## src/rtl/soc_bus_fabric_if.sv

```systemverilog
// Bus bundle between the FemtoRV32 CPU, the soc_bus_fabric interconnect and its slaves.
// The fabric uses the master modport; the CPU/peripheral side uses slave.
interface soc_bus_fabric_if #(
  parameter int N_SLAVES = 8
);
  logic [31:0]            mem_addr;
  logic [31:0]            mem_wdata;
  logic [3:0]             mem_wmask;
  logic                   mem_rstrb;
  logic [31:0]            mem_rdata;
  logic                   mem_rbusy;
  logic                   mem_wbusy;

  logic [N_SLAVES-1:0]    s_cs;
  logic                   s_rd;
  logic                   s_wr;
  logic [31:0]            s_addr;
  logic [31:0]            s_wdata;
  logic [3:0]             s_wmask;
  logic [N_SLAVES*32-1:0] s_rdata;
  logic [N_SLAVES-1:0]    s_ready;

  logic                   err_pulse;
  logic [31:0]            err_addr;
  logic [7:0]             err_count;

  modport master (
    input  mem_addr, mem_wdata, mem_wmask, mem_rstrb, s_rdata, s_ready,
    output mem_rdata, mem_rbusy, mem_wbusy,
    output s_cs, s_rd, s_wr, s_addr, s_wdata, s_wmask,
    output err_pulse, err_addr, err_count
  );

  modport slave (
    output mem_addr, mem_wdata, mem_wmask, mem_rstrb, s_rdata, s_ready,
    input  mem_rdata, mem_rbusy, mem_wbusy,
    input  s_cs, s_rd, s_wr, s_addr, s_wdata, s_wmask,
    input  err_pulse, err_addr, err_count
  );
endinterface

```

## src/rtl/soc_bus_fabric.sv

```systemverilog
// Memory-mapped interconnect: decodes addr[31:16] to one-hot chip selects, stalls the CPU
// until the selected slave is ready or a timeout expires, and logs timed-out transfers.
module soc_bus_fabric #(
  parameter int                    N_SLAVES      = 8,
  parameter logic [N_SLAVES*16-1:0] SLAVE_MAP    = {16'h0046, 16'h0045, 16'h0044, 16'h0043,
                                                    16'h0042, 16'h0041, 16'h0040, 16'hFFFF},
  parameter int                    DEFAULT_SLAVE = 0,
  parameter int                    TIMEOUT       = 255,
  parameter logic [31:0]           ERR_RDATA     = 32'h66666666
) (
  input  logic             clk,
  input  logic             resetn,
  soc_bus_fabric_if.master bus
);

  localparam int IDX_W = (N_SLAVES > 1) ? $clog2(N_SLAVES) : 1;
  localparam int CNT_W = (TIMEOUT > 1) ? $clog2(TIMEOUT + 1) : 1;

  typedef enum logic [1:0] {IDLE, RD_WAIT, WR_WAIT} state_t;

  state_t              r_state;
  state_t              w_next;
  logic [31:0]         r_rdata;
  logic [N_SLAVES-1:0] r_cs;
  logic                r_rd;
  logic                r_wr;
  logic [31:0]         r_addr;
  logic [31:0]         r_wdata;
  logic [3:0]          r_wmask;
  logic [IDX_W-1:0]    r_idx;
  logic [CNT_W-1:0]    r_cnt;
  logic                r_pend;
  logic [31:0]         r_pend_addr;
  logic                r_err_pulse;
  logic [31:0]         r_err_addr;
  logic [7:0]          r_err_count;

  logic                w_wr_req;
  logic [31:0]         w_dec_addr;
  logic [IDX_W-1:0]    w_dec_idx;
  logic                w_hit;
  logic [N_SLAVES-1:0] w_dec_cs;
  logic                w_sel_ready;
  logic [31:0]         w_sel_rdata;
  logic                w_acc_wr;
  logic                w_acc_rd;
  logic                w_done;
  logic                w_timeout;

  assign w_wr_req   = (bus.mem_wmask != 4'h0);
  // A pending read keeps the address captured alongside the write that deferred it.
  assign w_dec_addr = w_wr_req ? bus.mem_addr : (r_pend ? r_pend_addr : bus.mem_addr);

  always_comb begin
    w_dec_idx = IDX_W'(DEFAULT_SLAVE);
    w_hit     = 1'b0;
    for (int unsigned i = 0; i < N_SLAVES; i++) begin
      if (!w_hit && (w_dec_addr[31:16] == SLAVE_MAP[i*16 +: 16])) begin
        w_dec_idx = IDX_W'(i);
        w_hit     = 1'b1;
      end
    end
  end

  always_comb begin
    w_dec_cs    = '0;
    w_sel_rdata = '0;
    for (int unsigned i = 0; i < N_SLAVES; i++) begin
      w_dec_cs[i] = (w_dec_idx == IDX_W'(i));
      if (r_idx == IDX_W'(i)) w_sel_rdata = bus.s_rdata[i*32 +: 32];
    end
  end

  assign w_sel_ready = |(bus.s_ready & r_cs);

  always_comb begin
    w_next    = r_state;
    w_acc_wr  = 1'b0;
    w_acc_rd  = 1'b0;
    w_done    = 1'b0;
    w_timeout = 1'b0;
    case (r_state)
      IDLE: begin
        if (w_wr_req) begin
          w_acc_wr = 1'b1;
          w_next   = WR_WAIT;
        end else if (bus.mem_rstrb || r_pend) begin
          w_acc_rd = 1'b1;
          w_next   = RD_WAIT;
        end
      end
      RD_WAIT, WR_WAIT: begin
        if (w_sel_ready) begin
          w_done = 1'b1;
          w_next = IDLE;
        end else if (r_cnt == CNT_W'(TIMEOUT)) begin
          w_timeout = 1'b1;
          w_next    = IDLE;
        end
      end
      default: w_next = IDLE;
    endcase
  end

  always_ff @(posedge clk or negedge resetn) begin
    if (!resetn) begin
      r_state     <= IDLE;
      r_rdata     <= '0;
      r_cs        <= '0;
      r_rd        <= 1'b0;
      r_wr        <= 1'b0;
      r_addr      <= '0;
      r_wdata     <= '0;
      r_wmask     <= '0;
      r_idx       <= '0;
      r_cnt       <= '0;
      r_pend      <= 1'b0;
      r_pend_addr <= '0;
      r_err_pulse <= 1'b0;
      r_err_addr  <= '0;
      r_err_count <= '0;
    end else begin
      r_state     <= w_next;
      r_rd        <= 1'b0;
      r_wr        <= 1'b0;
      r_err_pulse <= 1'b0;

      if (w_acc_wr) begin
        r_addr  <= bus.mem_addr;
        r_wdata <= bus.mem_wdata;
        r_wmask <= bus.mem_wmask;
        r_idx   <= w_dec_idx;
        r_cs    <= w_dec_cs;
        r_wr    <= 1'b1;
        r_cnt   <= '0;
        if (bus.mem_rstrb) begin
          r_pend      <= 1'b1;
          r_pend_addr <= bus.mem_addr;
        end
      end else if (w_acc_rd) begin
        r_addr <= w_dec_addr;
        r_idx  <= w_dec_idx;
        r_cs   <= w_dec_cs;
        r_rd   <= 1'b1;
        r_cnt  <= '0;
        r_pend <= 1'b0;
      end else if (r_state == IDLE) begin
        r_cs <= '0;
      end

      if ((r_state != IDLE) && !w_done && !w_timeout) r_cnt <= r_cnt + 1'b1;

      if (w_done || w_timeout) begin
        r_cs    <= '0;
        r_wmask <= '0;
        if (r_state == RD_WAIT) r_rdata <= w_done ? w_sel_rdata : ERR_RDATA;
      end

      if (w_timeout) begin
        r_err_pulse <= 1'b1;
        r_err_addr  <= r_addr;
        if (r_err_count != 8'hFF) r_err_count <= r_err_count + 8'd1;
      end
    end
  end

  assign bus.mem_rdata = r_rdata;
  assign bus.mem_rbusy = (r_state == RD_WAIT);
  assign bus.mem_wbusy = (r_state == WR_WAIT);
  assign bus.s_cs      = r_cs;
  assign bus.s_rd      = r_rd;
  assign bus.s_wr      = r_wr;
  assign bus.s_addr    = r_addr;
  assign bus.s_wdata   = r_wdata;
  assign bus.s_wmask   = r_wmask;
  assign bus.err_pulse = r_err_pulse;
  assign bus.err_addr  = r_err_addr;
  assign bus.err_count = r_err_count;

endmodule
```

## src/flat_wrapper.sv

```systemverilog
// flat-port wrapper written by rule: the top's interface ports become plain ports
module soc_bus_fabric_flat 
#(
  parameter int                    N_SLAVES      = 8,
  parameter logic [N_SLAVES*16-1:0] SLAVE_MAP    = {16'h0046, 16'h0045, 16'h0044, 16'h0043,
                                                    16'h0042, 16'h0041, 16'h0040, 16'hFFFF},
  parameter int                    DEFAULT_SLAVE = 0,
  parameter int                    TIMEOUT       = 255,
  parameter logic [31:0]           ERR_RDATA     = 32'h66666666
)
  (clk, resetn, bus_mem_addr, bus_mem_wdata, bus_mem_wmask, bus_mem_rstrb, bus_s_rdata, bus_s_ready, bus_mem_rdata, bus_mem_rbusy, bus_mem_wbusy, bus_s_cs, bus_s_rd, bus_s_wr, bus_s_addr, bus_s_wdata, bus_s_wmask, bus_err_pulse, bus_err_addr, bus_err_count);
  soc_bus_fabric_if #(.N_SLAVES(N_SLAVES)) bus_i ();
  input  logic clk;
  input  logic resetn;
  input wire logic [$bits(bus_i.mem_addr)-1:0] bus_mem_addr;
  input wire logic [$bits(bus_i.mem_wdata)-1:0] bus_mem_wdata;
  input wire logic [$bits(bus_i.mem_wmask)-1:0] bus_mem_wmask;
  input wire logic [$bits(bus_i.mem_rstrb)-1:0] bus_mem_rstrb;
  input wire logic [$bits(bus_i.s_rdata)-1:0] bus_s_rdata;
  input wire logic [$bits(bus_i.s_ready)-1:0] bus_s_ready;
  output wire logic [$bits(bus_i.mem_rdata)-1:0] bus_mem_rdata;
  output wire logic [$bits(bus_i.mem_rbusy)-1:0] bus_mem_rbusy;
  output wire logic [$bits(bus_i.mem_wbusy)-1:0] bus_mem_wbusy;
  output wire logic [$bits(bus_i.s_cs)-1:0] bus_s_cs;
  output wire logic [$bits(bus_i.s_rd)-1:0] bus_s_rd;
  output wire logic [$bits(bus_i.s_wr)-1:0] bus_s_wr;
  output wire logic [$bits(bus_i.s_addr)-1:0] bus_s_addr;
  output wire logic [$bits(bus_i.s_wdata)-1:0] bus_s_wdata;
  output wire logic [$bits(bus_i.s_wmask)-1:0] bus_s_wmask;
  output wire logic [$bits(bus_i.err_pulse)-1:0] bus_err_pulse;
  output wire logic [$bits(bus_i.err_addr)-1:0] bus_err_addr;
  output wire logic [$bits(bus_i.err_count)-1:0] bus_err_count;
  assign bus_i.mem_addr = bus_mem_addr;
  assign bus_i.mem_wdata = bus_mem_wdata;
  assign bus_i.mem_wmask = bus_mem_wmask;
  assign bus_i.mem_rstrb = bus_mem_rstrb;
  assign bus_i.s_rdata = bus_s_rdata;
  assign bus_i.s_ready = bus_s_ready;
  assign bus_mem_rdata = bus_i.mem_rdata;
  assign bus_mem_rbusy = bus_i.mem_rbusy;
  assign bus_mem_wbusy = bus_i.mem_wbusy;
  assign bus_s_cs = bus_i.s_cs;
  assign bus_s_rd = bus_i.s_rd;
  assign bus_s_wr = bus_i.s_wr;
  assign bus_s_addr = bus_i.s_addr;
  assign bus_s_wdata = bus_i.s_wdata;
  assign bus_s_wmask = bus_i.s_wmask;
  assign bus_err_pulse = bus_i.err_pulse;
  assign bus_err_addr = bus_i.err_addr;
  assign bus_err_count = bus_i.err_count;
  soc_bus_fabric #(.N_SLAVES(N_SLAVES), .SLAVE_MAP(SLAVE_MAP), .DEFAULT_SLAVE(DEFAULT_SLAVE), .TIMEOUT(TIMEOUT), .ERR_RDATA(ERR_RDATA)) u_core (.clk(clk), .resetn(resetn), .bus(bus_i));
endmodule
```

## config.mk

```make
export PLATFORM = sky130hd
export DESIGN_NAME = soc_bus_fabric_flat
export DESIGN_NICKNAME = d
export VERILOG_FILES = /design/src/rtl/soc_bus_fabric_if.sv /design/src/rtl/soc_bus_fabric.sv /design/src/flat_wrapper.sv
export SDC_FILE = /design/constraint.sdc
export NUM_CORES = 1
export LEC_CHECK = 0
export BUFFER_PORTS_ARGS = -buffer_cell sky130_fd_sc_hd__buf_2
export CAP_MARGIN = 20
export CORE_AREA = 2 2 191 193
export CTS_CLUSTER_DIAMETER = 50
export DETAILED_ROUTE_END_ITERATION = 12
export DIE_AREA = 0 0 193 195
export HOLD_SLACK_MARGIN = 0.08
export PLACE_DENSITY_LB_ADDON = 0.15
export RECOVER_POWER = 50
export SLEW_MARGIN = 40
export SYNTH_ARGS = -nofsm -noshare
export SYNTH_HDL_FRONTEND = slang
export SYNTH_SLANG_ARGS = --single-unit
```

## constraint.sdc

```tcl
create_clock -name clk -period 2.9 [get_ports clk]
set_clock_uncertainty 0.1 [all_clocks]
set_input_delay 0.29 -clock clk [delete_from_list [all_inputs] [get_ports clk]]
set_output_delay 0.29 -clock clk [all_outputs]
set_load 0.005 [all_outputs]
```

Word level (Yosys, flattened, before mapping)
Cells that the tools add are included.
{ "op_classes": {"n_addsub": 2, "eq_ne": 29, "n_mux": 60, "n_bitwise": 1, "n_reduce_logical": 36} }
{ "ops": {"columns": ["cell", "count"], "rows": [
  ["two-way mux 32 bit", 13],
  ["== test 16 x 7 -> 1 bit, second input constant", 7],
  ["two-way mux 8 bit", 7],
  ["two-way mux 1 bit", 25],
  ["== test 3 bit, second input constant", 8],
  ["two-way mux 3 bit", 8],
  ["adder 8 x 1 -> 8 bit, second input constant", 2],
  ["== test 16 bit, second input constant", 1],
  ["== test 3 x 2 -> 1 bit, second input constant", 4],
  ["AND reduction 2 bit", 5],
  ["logical AND 1 bit", 9],
  ["zero test 1 bit", 9],
  ["bitwise AND 8 bit", 1],
  ["== test 8 bit, second input constant", 1],
  ["two-way mux 2 bit", 4],
  ["two-way mux 4 bit", 2],
  ["!= test 8 bit, second input constant", 1],
  ["nonzero test 4 bit", 2],
  ["OR reduction 8 bit", 1],
  ["== test 3 x 1 -> 1 bit, second input constant", 2],
  ["zero test 3 bit", 2],
  ["!= test 3 x 1 -> 1 bit, second input constant", 2],
  ["nonzero test 2 bit", 3],
  ["one-hot mux 2 bit (2 select lines)", 1],
  ["other kinds (7)", 8]
]} }
{ "word_totals": {"ff_bits": 197, "in_bits": 335, "output_inout_bits": 153, "elab_cells": 143} }

Logic depth before layout (Yosys ltp)
{ "logic_depth": {"ltp_word": 29, "depth_mapped": 9, "depth_no_buf": 7} }

Worst setup path after synthesis
OpenSTA, ideal clock, no wires.
{ "synth_timing": {"path_kind": "reg-to-reg", "from": "reg u_core.r_state[0]", "to": "reg u_core.r_rdata[12], in the netlist u_core.bus.mem_rdata[12]", "setup_time_ns": 0.121, "arrival_ns": 1.944, "required_time_ns": 2.679, "slack_ns": 0.735, "stages_incl_launch_ff": 9, "n_path_buf": 1, "synth_period_minus_slack_ns": 2.165, "path_cell_list": "dfrtp_1 inv_1 ha_1 nand3_1 or3_1 nand2_2 nand2_1 buf_2 a22o_1"} }
{ "synth_between": {"elab_chain_cells": 5, "elab_cells_between_ends": 8, "cone_classes": "eq/ne (2); mux (3); reduce/logical (3)"} }
{ "synth_lines": {"columns": ["element", "line_no", "source"], "rows": [
  ["from (decl)", "soc_bus_fabric.sv:21", "state_t r_state;"],
  ["from (signal assigned)", "soc_bus_fabric.sv:123", "r_state <= w_next;"],
  ["== test 2 x 1 -> 1 bit or == test 2 bit (tied branches)", "soc_bus_fabric.sv:82, soc_bus_fabric.sv:156", null],
  ["OR reduction 2 bit", "soc_bus_fabric.sv:82", "case (r_state)"],
  ["two-way mux 1 bit", "soc_bus_fabric.sv:82", null],
  ["logical OR 1 bit", "soc_bus_fabric.sv:153", "if (w_done || w_timeout) begin"],
  ["AND reduction 2 bit (no source line)", null, null],
  ["to (signal assigned)", "soc_bus_fabric.sv:156", "if (r_state == RD_WAIT) r_rdata <= w_done ? w_sel_rdata : ERR_RDATA;"],
  ["to (decl)", "soc_bus_fabric.sv:23", "logic [31:0] r_rdata;"]
]} }
Several ways; a longest one is shown, not always the timed one.
A chain may end at the register's enable or synchronous reset.

Worst setup path after layout
{ "layout_timing": {"from": "in bus_mem_wmask[0]", "to": "reg u_core.r_cs[0], in the netlist u_core.bus.s_cs[0]"} }
{ "layout_between": {"elab_chain_cells": 29, "elab_cells_between_ends": 47, "cone_classes": "eq/ne (8); mux (22); reduce/logical (17)"} }
{ "layout_lines": {"columns": ["element", "line_no", "source"], "rows": [
  ["from (decl)", "flat_wrapper.sv:17", "input wire logic [$bits(bus_i.mem_wmask)-1:0] bus_mem_wmask;"],
  ["nonzero test 4 bit (*)", "soc_bus_fabric.sv:50", "assign w_wr_req = (bus.mem_wmask != 4'h0);"],
  ["two-way mux 32 bit", "soc_bus_fabric.sv:52", "assign w_dec_addr = w_wr_req ? bus.mem_addr : (r_pend ? r_pend_addr : bus.mem_addr);"],
  ["== test 16 bit", "soc_bus_fabric.sv:58", "if (!w_hit && (w_dec_addr[31:16] == SLAVE_MAP[i*16 +: 16])) begin"],
  ["two-way mux 1 bit", "soc_bus_fabric.sv:58", null],
  ["zero test 1 bit", "soc_bus_fabric.sv:58", null],
  ["logical AND 1 bit", "soc_bus_fabric.sv:58", null],
  ["two-way mux 1 bit", "soc_bus_fabric.sv:58", null],
  ["zero test 1 bit", "soc_bus_fabric.sv:58", null],
  ["(+13 left out)", null, null],
  ["two-way mux 1 bit", "soc_bus_fabric.sv:58", null],
  ["zero test 1 bit", "soc_bus_fabric.sv:58", null],
  ["logical AND 1 bit", "soc_bus_fabric.sv:58", null],
  ["two-way mux 3 bit", "soc_bus_fabric.sv:58", null],
  ["zero test 3 bit", "soc_bus_fabric.sv:69", "w_dec_cs[i] = (w_dec_idx == IDX_W'(i));"],
  ["two-way mux 8 bit", "soc_bus_fabric.sv:140", "end else if (w_acc_rd) begin"],
  ["two-way mux 8 bit", "soc_bus_fabric.sv:128", "if (w_acc_wr) begin"],
  ["two-way mux 8 bit", "soc_bus_fabric.sv:153", null],
  ["to (signal assigned)", "soc_bus_fabric.sv:133", "r_cs <= w_dec_cs;"],
  ["to (signal assigned)", "soc_bus_fabric.sv:143", "r_cs <= w_dec_cs;"],
  ["to (decl)", "soc_bus_fabric.sv:24", "logic [N_SLAVES-1:0] r_cs;"]
]} }
Every way passes the cells marked *; elsewhere a longest branch is shown, timed or not.

==> impl_metrics.toml <==
[grt]
grt_max_degree = 81
grt_usage_pct = 20.8
antenna_found_initial = 6
vias_in_the_first_global_route = 10500
grt_pass1_wl_um = 60000
global_route.overflow_total = 0

[clock_tree]
clk_pin_slew_ns = 0.08
cts-root-buf = "sky130_fd_sc_hd__clkbuf_16"
htree_num_levels = 4
cts.sinks = 197
max_buffers_root_to_sink = 2
clk-insertion-delay-late_ns = 0.45
tritoncts_buffers = 17
clock_tree_from_tritoncts = "done"

[placement]
place.detailed.hpwl_um = 30800
numPortBuffers = 487
placed_cells = 2031
postPlaceCellArea_um2 = 13500
gp_routability_congestion = 0.917

[logic_synthesis]
ys.flop_type = "sky130_fd_sc_hd__dfrtp_1"
synth.top_cells.by_count = "sky130_fd_sc_hd__nand2_1, sky130_fd_sc_hd__dfrtp_1, sky130_fd_sc_hd__mux2i_1, sky130_fd_sc_hd__nor2_1, sky130_fd_sc_hd__a21oi_1"
synth-compound-area-share_pct = 16.7
synth_top_area_share_pct = 47.0
synth-warning-count = 0
synth_simple_gate_area_share_pct = 18.3
parity_gate_share_of_the_synthesized_area_counting_xor_and_xnor_cells_pct = 0.918
main_combinational_cell_family_by_area_after_synthesis = "simple AND/OR/NAND/NOR gates"
postSynthNetCount = 1463
syn_avg_cell_area_um2 = 9.35
synth_adder_area_share_pct = 0.596
synth_largest_area_cell = "sky130_fd_sc_hd__dfrtp_1"
netlist_area_um2 = 10500
synth-seq-cells = 197
synth.distinct_cells = 58
synthesis.instances = 1123
synth_edf_count = 0
yosysSeqAreaShare_pct = 47.0
asyncSetResetFlopFracSynth_pct = 100
yosysMostFrequentCell = "sky130_fd_sc_hd__nand2_1"
post_synthesis_mux_area_share_pct = 13.1
synth.area.top_cells = "sky130_fd_sc_hd__dfrtp_1, sky130_fd_sc_hd__nand2_1, sky130_fd_sc_hd__mux2i_1"

[setup_path]
critPathMaxFanout = 17
worst_setup_path_start_kind = "input pin"
setup.worst_path.class = "input pin to flip-flop"
crit_path_cell_trace = "dlygate4sd3_1, buf_2, nor4_4, and2_2, nor3_1, a221oi_1, a22o_1"
path_delay_family = "simple AND/OR/NAND/NOR gates"
worstPathRequired_ns = 3.19
cp.buffers_inverters = 2
worstPathArrival_ns = 2.83
cp_slowest_stage_delay_ns = 0.55
critPathSlowestCell = "sky130_fd_sc_hd__nor4_4"
crit_path_end_kind = "flip-flop"

[sta]
timing.final.setup_violations = 0
fmax_mhz = 395
whs_ns = 0.102
rsz0062_at_grt = "false"
hold_viol_final = 0
clock_period_minus_final_worst_setup_slack_ns = 2.53
report.final.slew_viol_count = 80
slew_headroom_pct = -36.3
min_period_over_period_pct = 87.4
worst_pin_slew_ns = 2.04
fin_tns_setup_ns = 0

[floorplan]
fp.dieH_um = 195
core_area_um2 = 35400
floorplan.initialDensity_pct = 29.7
fp.dieArea_um2 = 37600
floorplan.rows = 69
fp.dieW_um = 193
io-pin-count = 488

[outcome]
outcome = "finished with violations"
violations_in_the_final_reports = "capacitance limit, slew limit"

[pwr]
worst_ir_drop_vdd_mv = 0.437
leakage_uw = 0.00718
powerDensity_nw_per_um2 = 818
p_total_uw = 12100

[drt]
avgRoutedWirePerCell_um = 18.7
drt_first_iter_violations = 584
vias = 10400
met2RoutedLength_um = 19600
highest-signal-layer = "met5"
detail-route-antenna-nets = 0
met1Wirelength_um = 16800
detailedRoute.firstPassIterationCount = 5
routed_wirelength_um = 40100
post-route-drc-count = 0
post_drt_via_cell_ratio = 4.86
wl_met3_um = 2730

[finish]
layout.filler_cells = 3640
drive_gt1_share_pct = 32.8
finalNetCount = 2003
final_area_um2 = 14800
final_std_cells_w_o_fill = 2141
area_growth_syn_to_layout_pct = 40.8

[worst_hold_path]
worst_min_path_class = "input pin to flip-flop"

[flow_run]
cap_violations = 1
==> state kept, by name (all words and copies together), names as in the netlist <==
register and cells:
u_core.r_idx 3, u_core.r_state 2, u_core.r_pend_addr 32, u_core.bus.s_wdata 32, u_core.bus.s_rd 1, u_core.r_pend 1
u_core.bus.mem_rdata 32, u_core.bus.err_count 8, u_core.bus.err_addr 32, u_core.bus.s_addr 32, u_core.bus.s_cs 8, u_core.bus.err_pulse 1
u_core.r_cnt 8, u_core.bus.s_wr 1, u_core.bus.s_wmask 4
==> placed cells by master, fill, tap and decap left out, types with 7 or more instances in the layout <==
cell	count
sky130_fd_sc_hd__clkbuf_1	75
sky130_fd_sc_hd__buf_2	412
sky130_fd_sc_hd__nor3_1	15
sky130_fd_sc_hd__o22a_1	10
sky130_fd_sc_hd__a2bb2oi_1	7
sky130_fd_sc_hd__a31oi_1	18
sky130_fd_sc_hd__mux2i_1	81
sky130_fd_sc_hd__a22oi_1	12
sky130_fd_sc_hd__nor4_1	11
sky130_fd_sc_hd__clkbuf_16	17
sky130_fd_sc_hd__mux2_2	34
sky130_fd_sc_hd__nand2_1	302
sky130_fd_sc_hd__o21a_1	9
sky130_fd_sc_hd__dlygate4sd3_1	74
sky130_fd_sc_hd__o21ai_0	52
sky130_fd_sc_hd__xor2_1	8
sky130_fd_sc_hd__dfrtp_1	194
sky130_fd_sc_hd__nor2_1	65
sky130_fd_sc_hd__nand2b_1	13
sky130_fd_sc_hd__a21oi_1	60
sky130_fd_sc_hd__buf_4	30
sky130_fd_sc_hd__a21boi_0	10
sky130_fd_sc_hd__mux4_2	8
sky130_fd_sc_hd__a221oi_1	20
sky130_fd_sc_hd__a22o_1	26
sky130_fd_sc_hd__inv_1	7
==> report_power, final <==
group | internal (µW) | total (µW) | switching (µW)
Combinational | 2270 | 5040 | 2760
Sequential | 3740 | 4580 | 837
Clock | 1250 | 2470 | 1210
Total | 7270 | 12100 | 4810
==> final timing paths <==
kind	startpoint	cells after the start	to	slack [ns]
min in group asynchronous	resetn	2	u_core.bus.err_addr[21]$_DFFE_PN0P_	0.83
max in group asynchronous	resetn	3	u_core.bus.mem_rdata[20]$_DFFE_PN0P_	0.56
setup reg to reg	u_core.bus.s_cs[4]$_DFFE_PN0P_	5	u_core.r_cnt[3]$_DFFE_PN0P_	0.46
hold reg to reg	u_core.bus.err_addr[25]$_DFFE_PN0P_	2	u_core.bus.err_addr[25]$_DFFE_PN0P_	0.37
setup / recovery	bus_mem_wmask[0]	7	u_core.bus.s_cs[0]$_DFFE_PN0P_	0.37
hold / removal	bus_s_rdata[250]	4	u_core.bus.mem_rdata[26]$_DFFE_PN0P_	0.10
==> worst register-to-register path: cells and delay by family (launching register included) <==
family	cells	cell delay (ns)
DFF	1	0.40
AOI/OAI and AO/OA	3	1.23
and+or+nand+nor	2	0.60
==> layout make-up <==
type / count / area [µm²] / share of cell area [%]
Clock buffer: 18 / 439 / 2.97
Tap cell: 461 / 577 / 3.90
Multi-Input combinational cell: 843 / 5220 / 35.3
Timing Repair Buffer: 596 / 3390 / 23.0
Antenna cell: 4 / 10.0 / 0.0677
Inverter: 8 / 30.0 / 0.203
Clock inverter: 14 / 165 / 1.12
Sequential cell: 197 / 4940 / 33.4
==> cell families (layout without fill, tap and decap cells) <==
| logic type | after synthesis | count (layout) |
|---|---|---|
| mux | 123 | 123 |
| xor+xnor | 11 | 11 |
| flops | 197 | 197 |
| compound gates | 255 | 255 |
| fa+ha+maj | 5 | 5 |
| buf+inv | 83 | 636 |
| simple gates | 449 | 449 |
| other cells | 0 | 4 |
==> metrics by stage <==
stage / util [%] / setup slack [ns]
2_1_floorplan: - / 0.735
3_3_place_gp: 38.2 / 0.445
3_5_place_dp: 38.2 / 0.430
4_1_cts: 42.0 / 0.372
5_1_grt: 41.7 / 0.172
6_report: 41.7 / 0.366
==> layer usage <==
layer,vias to the layer above,global-route usage [%]
li1,5032,-
met1,4932,25.9
met2,383,35.0
met3,50,4.49
met4,2,7.88
met5,-,0
==> timing repair <==
action	4_1_cts	5_1_grt
endpoints found under the hold margin	174	0
gates resized for setup	0	0
setup buffers	0	0
hold buffers	74	0
Note: power is estimated with default switching activity, not from simulation.
